$ cat config.mk
export PLATFORM = sky130hd
export DESIGN_NAME = cbus_arbiter
export DESIGN_NICKNAME = d
export VERILOG_FILES = /design/src/rtl/cbus_arbiter_pkg.sv /design/src/rtl/cbus_rr_picker.sv /design/src/rtl/cbus_arbiter.sv
export SDC_FILE = /design/constraint.sdc
export NUM_CORES = 1
export LEC_CHECK = 0
export CAP_MARGIN = 15
export CORE_AREA = 2 2 164 166
export CTS_CLUSTER_DIAMETER = 50
export DETAILED_ROUTE_END_ITERATION = 6
export DIE_AREA = 0 0 166 168
export DONT_BUFFER_PORTS = 1
export GPL_TIMING_DRIVEN = 0
export SKIP_CTS_REPAIR_TIMING = 1
export SYNTH_ARGS = -nofsm -noshare
export SYNTH_HDL_FRONTEND = slang
export SYNTH_HIERARCHICAL = 1
export SYNTH_SLANG_ARGS = --single-unit
$ cat constraint.sdc
create_clock -name clk -period 3.1 [get_ports clk]
set_clock_uncertainty 0.05 [all_clocks]
set_input_delay 0.62 -clock clk [delete_from_list [all_inputs] [get_ports clk]]
set_output_delay 0.62 -clock clk [all_outputs]
set_load 0.01 [all_outputs]
$ cat src/rtl/cbus_arbiter_pkg.sv
// Shared cache-bus types (request/response/burst order) plus the arbiter state encoding.
package cbus_arbiter_pkg;

    // Burst length is 2**order words.
    typedef enum logic [2:0] {
        ORDER_1  = 3'd0,
        ORDER_2  = 3'd1,
        ORDER_4  = 3'd2,
        ORDER_8  = 3'd3,
        ORDER_16 = 3'd4
    } cbus_order_t;

    typedef struct packed {
        logic        valid;
        logic        is_write;
        logic [31:0] addr;
        cbus_order_t order;
        logic [31:0] wdata;
    } cbus_req_t;

    typedef struct packed {
        logic        okay;
        logic        last;
        logic [31:0] rdata;
    } cbus_resp_t;

    typedef enum logic {
        IDLE  = 1'b0,
        GRANT = 1'b1
    } arb_state_t;

endpackage

$ cat src/rtl/cbus_rr_picker.sv
// Combinational winner selection: round-robin from rr_ptr, or lowest index when
// CBUS_ARB_FIXED_PRIORITY_EN is defined (rr_ptr then ignored).
module cbus_rr_picker
    import cbus_arbiter_pkg::*;
#(
    parameter  int NUM_REQ  = 3,
    localparam int IDX_BITS = $clog2(NUM_REQ)
) (
    input  logic [NUM_REQ-1:0]  valid,
    input  logic [IDX_BITS-1:0] rr_ptr,
    output logic [IDX_BITS-1:0] winner,
    output logic                any_valid
);

`ifdef CBUS_ARB_FIXED_PRIORITY_EN
    logic unused_rr_ptr;
    assign unused_rr_ptr = ^rr_ptr;

    always_comb begin
        winner    = '0;
        any_valid = |valid;
        for (int k = NUM_REQ - 1; k >= 0; k--) begin
            if (valid[k]) winner = IDX_BITS'(k);
        end
    end
`else
    localparam int SW = IDX_BITS + 1;

    logic [SW-1:0]       sum;
    logic [IDX_BITS-1:0] idx;

    // Walk offsets from farthest to nearest so the nearest valid index wins.
    always_comb begin
        winner    = '0;
        any_valid = |valid;
        sum       = '0;
        idx       = '0;
        for (int k = NUM_REQ - 1; k >= 0; k--) begin
            sum = {1'b0, rr_ptr} + SW'(k);
            if (sum >= SW'(NUM_REQ)) sum = sum - SW'(NUM_REQ);
            idx = sum[IDX_BITS-1:0];
            if (valid[idx]) winner = idx;
        end
    end
`endif

endmodule

$ cat src/rtl/cbus_arbiter.sv
// Shares one CBus burst channel among NUM_REQ masters; grant held until resp okay+last.
// Round-robin by default, fixed priority with CBUS_ARB_FIXED_PRIORITY_EN. One idle cycle per arbitration.
module cbus_arbiter
    import cbus_arbiter_pkg::*;
#(
    parameter  int NUM_REQ  = 3,
    localparam int IDX_BITS = $clog2(NUM_REQ)
) (
    input  logic                clk,
    input  logic                reset,
    input  cbus_req_t           req_in   [NUM_REQ],
    output cbus_resp_t          resp_out [NUM_REQ],
    output cbus_req_t           req_out,
    input  cbus_resp_t          resp_in,
    output logic                busy,
    output logic [IDX_BITS-1:0] grant_idx
);

    arb_state_t          state, state_nxt;
    logic [IDX_BITS-1:0] owner, owner_nxt;
    logic [IDX_BITS-1:0] rr_ptr, rr_nxt;
    logic [NUM_REQ-1:0]  valid_vec;
    logic [IDX_BITS-1:0] winner;
    logic                any_valid;

    always_comb begin
        valid_vec = '0;
        for (int i = 0; i < NUM_REQ; i++) valid_vec[i] = req_in[i].valid;
    end

    cbus_rr_picker #(.NUM_REQ(NUM_REQ)) u_picker (
        .valid     (valid_vec),
        .rr_ptr    (rr_ptr),
        .winner    (winner),
        .any_valid (any_valid)
    );

    always_ff @(posedge clk) begin
        if (reset) begin
            state  <= IDLE;
            owner  <= '0;
            rr_ptr <= '0;
        end else begin
            state  <= state_nxt;
            owner  <= owner_nxt;
            rr_ptr <= rr_nxt;
        end
    end

    always_comb begin
        state_nxt = state;
        owner_nxt = owner;
        rr_nxt    = rr_ptr;
        case (state)
            IDLE: begin
                if (any_valid) begin
                    owner_nxt = winner;
                    state_nxt = GRANT;
                end
            end
            GRANT: begin
                if (resp_in.okay && resp_in.last) begin
                    state_nxt = IDLE;
`ifndef CBUS_ARB_FIXED_PRIORITY_EN
                    // NUM_REQ need not be a power of two, so wrap explicitly.
                    rr_nxt = (owner == IDX_BITS'(NUM_REQ - 1)) ? '0 : owner + 1'b1;
`endif
                end
            end
            default: state_nxt = IDLE;
        endcase
    end

    always_comb begin
        req_out       = req_in[owner];
        req_out.valid = (state == GRANT) && req_in[owner].valid;
        for (int j = 0; j < NUM_REQ; j++) begin
            resp_out[j].okay  = 1'b0;
            resp_out[j].last  = 1'b0;
            resp_out[j].rdata = resp_in.rdata;
            if ((state == GRANT) && (IDX_BITS'(j) == owner)) resp_out[j] = resp_in;
        end
    end

    assign busy      = (state == GRANT);
    assign grant_idx = owner;

    // The owner must keep valid asserted until its burst completes.
    owner_holds_valid: assert property (@(posedge clk) disable iff (reset)
        (state == GRANT) |-> req_in[owner].valid);

endmodule

After elaboration in Yosys (flattened, before gate mapping)
Cells that the tools add are included.
{"block": "classes", "n_mux": 22, "magnitude_cmp": 7, "eq_ne": 3, "bitwise": 2, "n_reduce_logical": 9, "addsub": 6}
{"cell": "binary-select mux 69 bit (select 2 bit)", "n": 1}
{"cell": "two-way mux 69 bit", "n": 2}
{"cell": "two-way mux 34 bit", "n": 3}
{"cell": "two-way mux 2 bit", "n": 7}
{"cell": "< comparator 2 x 3 -> 1 bit, second input constant", "n": 3}
{"cell": "binary-select mux 1 bit (select 2 bit)", "n": 3}
{"cell": ">= comparator 3 x 2 -> 1 bit, second input constant", "n": 2}
{"cell": "subtractor 2 bit, second input constant", "n": 3}
{"cell": "logical AND 1 bit", "n": 5}
{"cell": "two-way mux 1 bit", "n": 5}
{"cell": "AND reduction 2 bit", "n": 2}
{"cell": "adder 2 x 1 -> 3 bit, second input constant", "n": 1}
{"cell": "adder 2 x 2 -> 3 bit, second input constant", "n": 1}
{"cell": ">= comparator 3 bit, second input constant", "n": 1}
{"cell": "inverter 2 -> 3 bit", "n": 1}
{"cell": "OR reduction 3 bit", "n": 1}
{"cell": "adder 2 x 1 -> 2 bit, second input constant", "n": 1}
{"cell": "== test 1 x 2 -> 1 bit, first input constant", "n": 1}
{"cell": "== test 2 bit, first input constant", "n": 1}
{"cell": "== test 2 bit, second input constant", "n": 1}
{"cell": ">= comparator 2 bit, second input constant", "n": 1}
{"cell": "zero test 2 bit", "n": 1}
{"cell": "case mux 1 bit (2 select lines)", "n": 1}
{"cell": "inverter 1 bit", "n": 1}
{"block": "word_totals", "out_inout_bits": 174, "word_cells": 52, "register_bits": 5, "inputBits": 243}

Longest topological paths before layout
Gate-level depths: netlist (run 1).
{"block": "logic_depth", "word_depth": 8, "ltp_mapped": 7, "depth_no_buf": 7}

Modules after synthesis
The synthesis (run 1) kept the hierarchy.
{"module": "cbus_arbiter", "n_inst": 1, "cells_each": 357, "area_each_um2": 2486.1, "seq_area_each_um2": 100.1}
{"module": "cbus_rr_picker", "n_inst": 1, "cells_each": 20, "area_each_um2": 150.1, "seq_area_each_um2": 0.0}

Least setup slack after synthesis (run 1)
No wires, ideal clock.
{"block": "synth_path", "kind": "reg2out", "start": "register owner[1], in the netlist grant_idx[1]", "end": "output req_out[13] in the netlist's numbering", "path_stages_with_launch": 7, "arrival_ps": 1143, "required_time_ps": 2430, "path_slack_ps": 1287, "path_cell_list": "dfxtp_1 buf_6 and2b_1 buf_6 clkbuf_8 nand2_1 o21ai_0"}
{"element": "from (decl)", "line": "cbus_arbiter.sv:20", "text": "logic [IDX_BITS-1:0] owner, owner_nxt;"}
{"element": "from (signal assigned)", "line": "cbus_arbiter.sv:45", "text": "owner <= owner_nxt;"}
{"element": "to (decl)", "line": "cbus_arbiter.sv:13", "text": "output cbus_req_t req_out,"}

==> summary.txt, run 1 <==
Logic synthesis
  • Number of library cell types mapped by synthesis: 32
  • Yosys reg bits: 5
  • Post-synthesis mux area share: ~27%
  • Synth Net Count: 623
  • Largest family of logic cells by synthesized area: buffers and inverters
  • Yosys warns: 6
  • Simple logic cell fraction of the synthesized area: about 15%
  • Post-Synth XOR/XNOR Area: 0%
  • Mapped Cells: 377
  • Post-synthesis adder-cell area fraction: 1.424%
  • Sequential fraction of the synthesis area: 3.797%
  • Compound-Gate Fraction of Synth Area: between 10% and 20%
  • Post-Syn Area: 2636 µm²
  • Top post-synthesis cells by area: buf_4, mux2i_1, o21ai_0, nand2_1, buf_6
  • Synthesized area per cell: 6.993 µm²
  • Synth top area share: 27.34%
  • Synth area leader: buf_4

Finish
  • Fillers: 3018
  • Area occupied by multi-input gates: 1577 µm²
  • Most frequent cells in the layout: buf_4, mux2i_1, nand2_1, o21ai_0, buf_6
  • Register Area: 100.1 µm²
  • Final core occ: approximately an eighth
  • Commonest non-fill, non-tap cell in the layout: buf_4
  • Area growth, synth to finish: 19.27%
  • Final Net Count: 628
  • Proportion of layout cells with a drive suffix above 1: a little under a third

Clock network
  • TritonCTS clock tree: done
  • CTS Buf Count: 3
  • Clock-pin slew on the worst setup and hold paths: 40 ps
  • H-tree levels: 1
  • Clock Latency Late Sink: 230 ps
  • Clk root buf: clkbuf_16
  • Clock net sink count: 5
  • Clk buf depth: 2

Global route
  • Largest net degree at the start of global routing: 11
  • Met1 Usage GRT: between 8 and 9%
  • Met2 GRT Util: about 12%
  • Vias in the first global route: approximately 2300
  • First-pass GRT wire length: around 14000 µm
  • GRT Overall Usage: between 6 and 7%
  • Initial antenna violation count: 1
  • GR Util met3: between 1.5 and 2%
  • GRT Max-Usage Layer: met2
  • Total grt overflow: 0

Routing
  • Antenna-violating nets left: 0
  • DR WL/cell: 16.02 µm
  • Via count: ~2700
  • Detailed Route WL: between 10000 and 15000 µm
  • Number of vias per cell: 3.732
  • 1st-pass router iterations: 4
  • Initial drt markers: 91
  • Drc violations: 0

STA
  • Unrepaired setup endpoints after global routing: no
  • Rel. slew slack: 53.14%
  • Slack of the critical path: roughly 500 ps
  • Setup TNS: 0 ps
  • Slew at the pin closest to its max-slew limit: 695.6 ps
  • WHS: about 410 ps
  • Period minus WS final: ~2600 ps
  • Tcrit/Tclk final: 83.86%
  • Fmax: between 300 and 400 MHz
  • Final hold vios: 0
  • Max-slew violation count: 0
  • Final Setup Violations: 0

Floorplanning
  • Die height: approximately 170 µm
  • I/O pin cnt: 417
  • Total Die Area: between 20000 and 30000 µm²
  • Core region area: 26350 µm²
  • Initial Util: 10.00%
  • Die width: 166 µm
  • Row cnt: 60

Power
  • Part of the power in the clock network: 30.5%
  • Seq pwr share: a little over a tenth
  • Leakage: 1.071 nW
  • Cell internal pwr: between 400 and 500 µW
  • Pwr/cell area: 223.5 nW/µm²
  • Net Switching: 287.9 µW
  • Max IR drop VDD: 0.1043 mV
  • Pwr Total: roughly 700 µW
  • Gate power share: 59.1%
  • Net Sw Frac: 40.96%

Critical path
  • CP Launch Type: flop
  • Worst Path Arrival: 1930 ps
  • Req. time, crit path: ~2400 ps
  • Worst-path maximum fanout: 10
  • CP Capture Type: output port
  • Setup Crit Path Kind: flop to output port

Placed design
  • HPWL Detailed: 9945 µm
  • Pre-CTS setup slack: 637.3 ps
  • Port bufs: 0
  • GP Congestion: 0.8789

Status
  • Status: complete, no violations

Job
  • Max-cap violation count: 0

Min path
  • Hold Crit Class: primary input to flop
==> critical path, cell delays in order, from the launching register on <==
cell and delay, ps:
dfxtp_1 590, buf_6 240, and2b_1 150, buf_6 190
clkbuf_8 200, nand2_1 50, o21ai_0 260
==> power groups by stage <==
stage                     sequential [mW]  combinational, mW  clock, mW
after floorplan                    0.0722              0.355          0
after global placement             0.0754              0.413          0
after detailed placement           0.0753              0.417          0
after CTS                          0.0744              0.417      0.218
after global routing               0.0747              0.440      0.225
final                              0.0736              0.415      0.214
==> per-stage QoR <==
stage               cells  area, µm²
floorplan             377       2636
global placement      718       3063
detailed placement    718       3063
CTS                   722       3142
global route          723       3144
finish                723       3144
==> synthesized netlist by cell type, drive strengths merged <==
master  count
or3         2
nor3        2
mux2i      71
o221ai      1
clkbuf     11
nor2b       2
o311ai      1
nor2        5
and3        2
inv         3
and2b       3
a21boi      1
buf       110
and2        1
nand3b      3
a221oi      1
dfxtp       5
o31ai       1
ha          3
a21oi       1
a21o        1
nand3       1
a311oi      1
o21ai      72
nand2b      2
nand2      71
==> final timing paths <==
path | from | end | slack [ps] | cells after the start
setup / recovery | grant_idx[1] | req_out[21] | 500 | 6
hold / removal | reset | rr_ptr[0] | 410 | 1
setup reg to reg | rr_ptr[0] | grant_idx[1] | 1440 | 7
hold reg to reg | rr_ptr[0] | rr_ptr[0] | 420 | 2
==> area by class of cell <==
class                   instances  share of cell area [%]
diodes                          1                 0.07959
plain buffers                 121                   30.16
clock buffers                   4                   2.507
inverters                       3                  0.3581
multi-input cells             248                   50.14
flip-flops and latches          5                   3.183
well taps                     341                   13.57
==> registers in the layout, indices dropped and copies added (netlist names) <==
signal	flops
grant_idx	2
busy	1
rr_ptr	2
==> logic make-up (layout without fill, tap and decap cells) <==
logic type / Yosys count / after routing
mux: 71 / 71
buf+inv: 124 / 128
other cells: 0 / 1
flops: 5 / 5
simple gates: 94 / 94
fa+ha+maj: 3 / 3
compound gates: 80 / 80
==> metal layers <==
layer / up-vias / wire length (µm)
met5: - / 0
met4: 0 / 329
met3: 14 / 1177
met2: 268 / 5731
met1: 1224 / 4345
li1: 1192 / -
Power figures use the tool's default switching activity.
==> run 2, diff against run 1 <==
clock period = 2.6 ns   (was 3.1 ns; I/O delays follow)
==> run 2 against run 1 <==
  * Register-to-register slack got worse by 510 ps
  * Worst setup slack lost 280 ps
  * Sequential cell count unchanged
  * First-iteration DRC count stayed put
  * Via count unchanged
  * Core utilization is essentially flat
  * Clock power up 19%
  * Combinational power rose by 19%
  * Wire length did not move
==> summary.txt, run 2 (synthesized netlist as in run 1, its figures left out) <==
Routing
  • Initial drt markers: 91 (unchanged)
  • Drc violations: 0 (unchanged)
  • Via count: 2698 (unchanged)
  • Antenna-violating nets left: 0 (unchanged)
  • DR WL/cell: 16.02 µm (unchanged)
  • Detailed Route WL: 11580 µm (unchanged)
  • Number of vias per cell: 3.732 (unchanged)
  • 1st-pass router iterations: 4 (unchanged)

Job
  • Max-cap violation count: 0 (unchanged)

Power
  • Gate power share: 59.1% (about the same)
  • Net Switching: 343.2 µW (+19%)
  • Pwr Total: 838.1 µW (+19%)
  • Leakage: 1.072 nW (about the same)
  • Cell internal pwr: 494.9 µW (+19%)
  • Max IR drop VDD: 0.1244 mV (+19%)
  • Pwr/cell area: 266.5 nW/µm² (+19%)
  • Net Sw Frac: 40.95% (about the same)
  • Part of the power in the clock network: 30.5% (about the same)
  • Seq pwr share: 10.5% (about the same)

Clock network
  • CTS Buf Count: 3 (unchanged)
  • Clock-pin slew on the worst setup and hold paths: 40 ps (about the same)
  • Clock net sink count: 5 (unchanged)
  • Clock Latency Late Sink: 230 ps (about the same)
  • TritonCTS clock tree: done
  • Clk root buf: clkbuf_16
  • Clk buf depth: 2 (unchanged)
  • H-tree levels: 1 (unchanged)

Finish
  • Most frequent cells in the layout: buf_4, mux2i_1, nand2_1, o21ai_0, buf_6
  • Area growth, synth to finish: 19.32% (about the same)
  • Final Net Count: 628 (unchanged)
  • Commonest non-fill, non-tap cell in the layout: buf_4
  • Proportion of layout cells with a drive suffix above 1: 31.23% (+0.26 points)
  • Fillers: 3020 (+0.066%)
  • Final core occ: 11.94% (about the same)
  • Design area: 3146 µm² (about the same)

Floorplanning
  • Die width: 166 µm (unchanged)
  • Initial Util: 10.00% (unchanged)
  • Core region area: 26350 µm² (unchanged)
  • I/O pin cnt: 417 (unchanged)
  • Row cnt: 60 (unchanged)
  • Total Die Area: 27890 µm² (unchanged)
  • Die height: 168 µm (unchanged)

Critical path
  • Crit path to: req_out[21]
  • Req. time, crit path: 2030 ps (-400 ps)
  • Worst R2R Path Depth: 7 (unchanged)
  • Worst-path maximum fanout: 10 (unchanged)
  • Worst Path Arrival: 1810 ps (-120 ps)
  • CP Launch Type: flop
  • Setup Crit Path Kind: flop to output port
  • CP Capture Type: output port
  • Crit path launch: grant_idx[0]
  • Reg2reg start: rr_ptr[0]
  • Reg-to-Reg End: grant_idx[1]
  • Reg-to-reg setup timing slack: 930 ps (-510 ps)

Global route
  • GRT Overall Usage: 6.914% (unchanged)
  • Initial antenna violation count: 1 (unchanged)
  • Vias in the first global route: 2312 (unchanged)
  • Total grt overflow: 0 (unchanged)
  • Largest net degree at the start of global routing: 11 (unchanged)
  • First-pass GRT wire length: 14340 µm (unchanged)

STA
  • Max-slew violation count: 0 (unchanged)
  • Final Setup Violations: 0 (unchanged)
  • Fmax: 419.6 MHz
  • Unrepaired setup endpoints after global routing: no
  • Period minus WS final: 2383 ps
  • Slack of the critical path: 216.6 ps (-283.7 ps)
  • Tcrit/Tclk final: 91.67%
  • Rel. slew slack: 53.14% (unchanged)
  • Slew at the pin closest to its max-slew limit: 695.6 ps (+0.0007153 ps)
  • Final hold vios: 0 (unchanged)

Placed design
  • Post-DP Area: 3063 µm² (unchanged)
  • Port bufs: 0 (unchanged)
  • GP Congestion: 0.8789 (unchanged)
  • Pre-CTS setup slack: 237.3 ps (-400.0 ps)
  • HPWL Detailed: 9945 µm (unchanged)

Status
  • Status: complete, no violations

Min path
  • Hold Crit Class: primary input to flop
[run 2: cell count changes in the layout (fill, tap and decap cells not counted)]
cell / before / now
dfxtp_1: 5 / 4
dfxtp_2: 0 / 1
[run 2: power by group through the flow]
stage               Clock, mW  Combinational (mW)  Sequential (mW)
floorplan                   0               0.423           0.0861
global placement            0               0.492           0.0899
detailed placement          0               0.497           0.0898
CTS                     0.260               0.497           0.0887
global route            0.268               0.524           0.0892
finish                  0.255               0.495           0.0879
[run 2: layer usage]
| layer | wire (µm) | part of all wire (%) | track usage [%] |
|---|---|---|---|
| met4 | 329 | 2.8 | 2.609 |
| met5 | 0 | 0 | 0 |
| met2 | 5731 | 49 | 12.12 |
| met3 | 1177 | 10 | 1.504 |
| met1 | 4345 | 38 | 8.266 |
[run 2: metrics by stage]
step / std cells / TNS [ps] / hold slack, ps
2_1_floorplan: 377 / 0 / 397.6
3_3_place_gp: 718 / 0 / 413.6
3_5_place_dp: 718 / 0 / 413.6
4_1_cts: 722 / -8.235 / 301.8
5_1_grt: 723 / 0 / 299.7
6_report: 723 / 0 / 305.9
[run 2: cell type report]
class | instances | area (µm²) | area share, %
Clock buffer | 4 | 78.83 | 2.506
Multi-Input combinational cell | 248 | 1577 | 50.12
Sequential cell | 5 | 101.3 | 3.222
Inverter | 3 | 11.26 | 0.3580
Antenna cell | 1 | 2.502 | 0.07955
Tap cell | 341 | 426.7 | 13.56
Buffer | 121 | 948.4 | 30.15
[run 2: worst max-delay path, cell delays in order, from the launching register on]
cell and delay [ps]:
dfxtp_1 460, buf_6 260, buf_6 200, mux2i_1 90, o21ai_0 560
[run 2: worst min-delay path by stage]
stage | startpoint | end | slack [ps] | cells past startpoint
finish | reset | rr_ptr[0] | 310 | 1
global route | reset | grant_idx[1] | 300 | 1
CTS | reset | rr_ptr[0] | 300 | 1
detailed placement | rr_ptr[0] | rr_ptr[0] | 410 | 2
global placement | rr_ptr[0] | rr_ptr[0] | 410 | 2
floorplan | rr_ptr[0] | rr_ptr[0] | 400 | 2
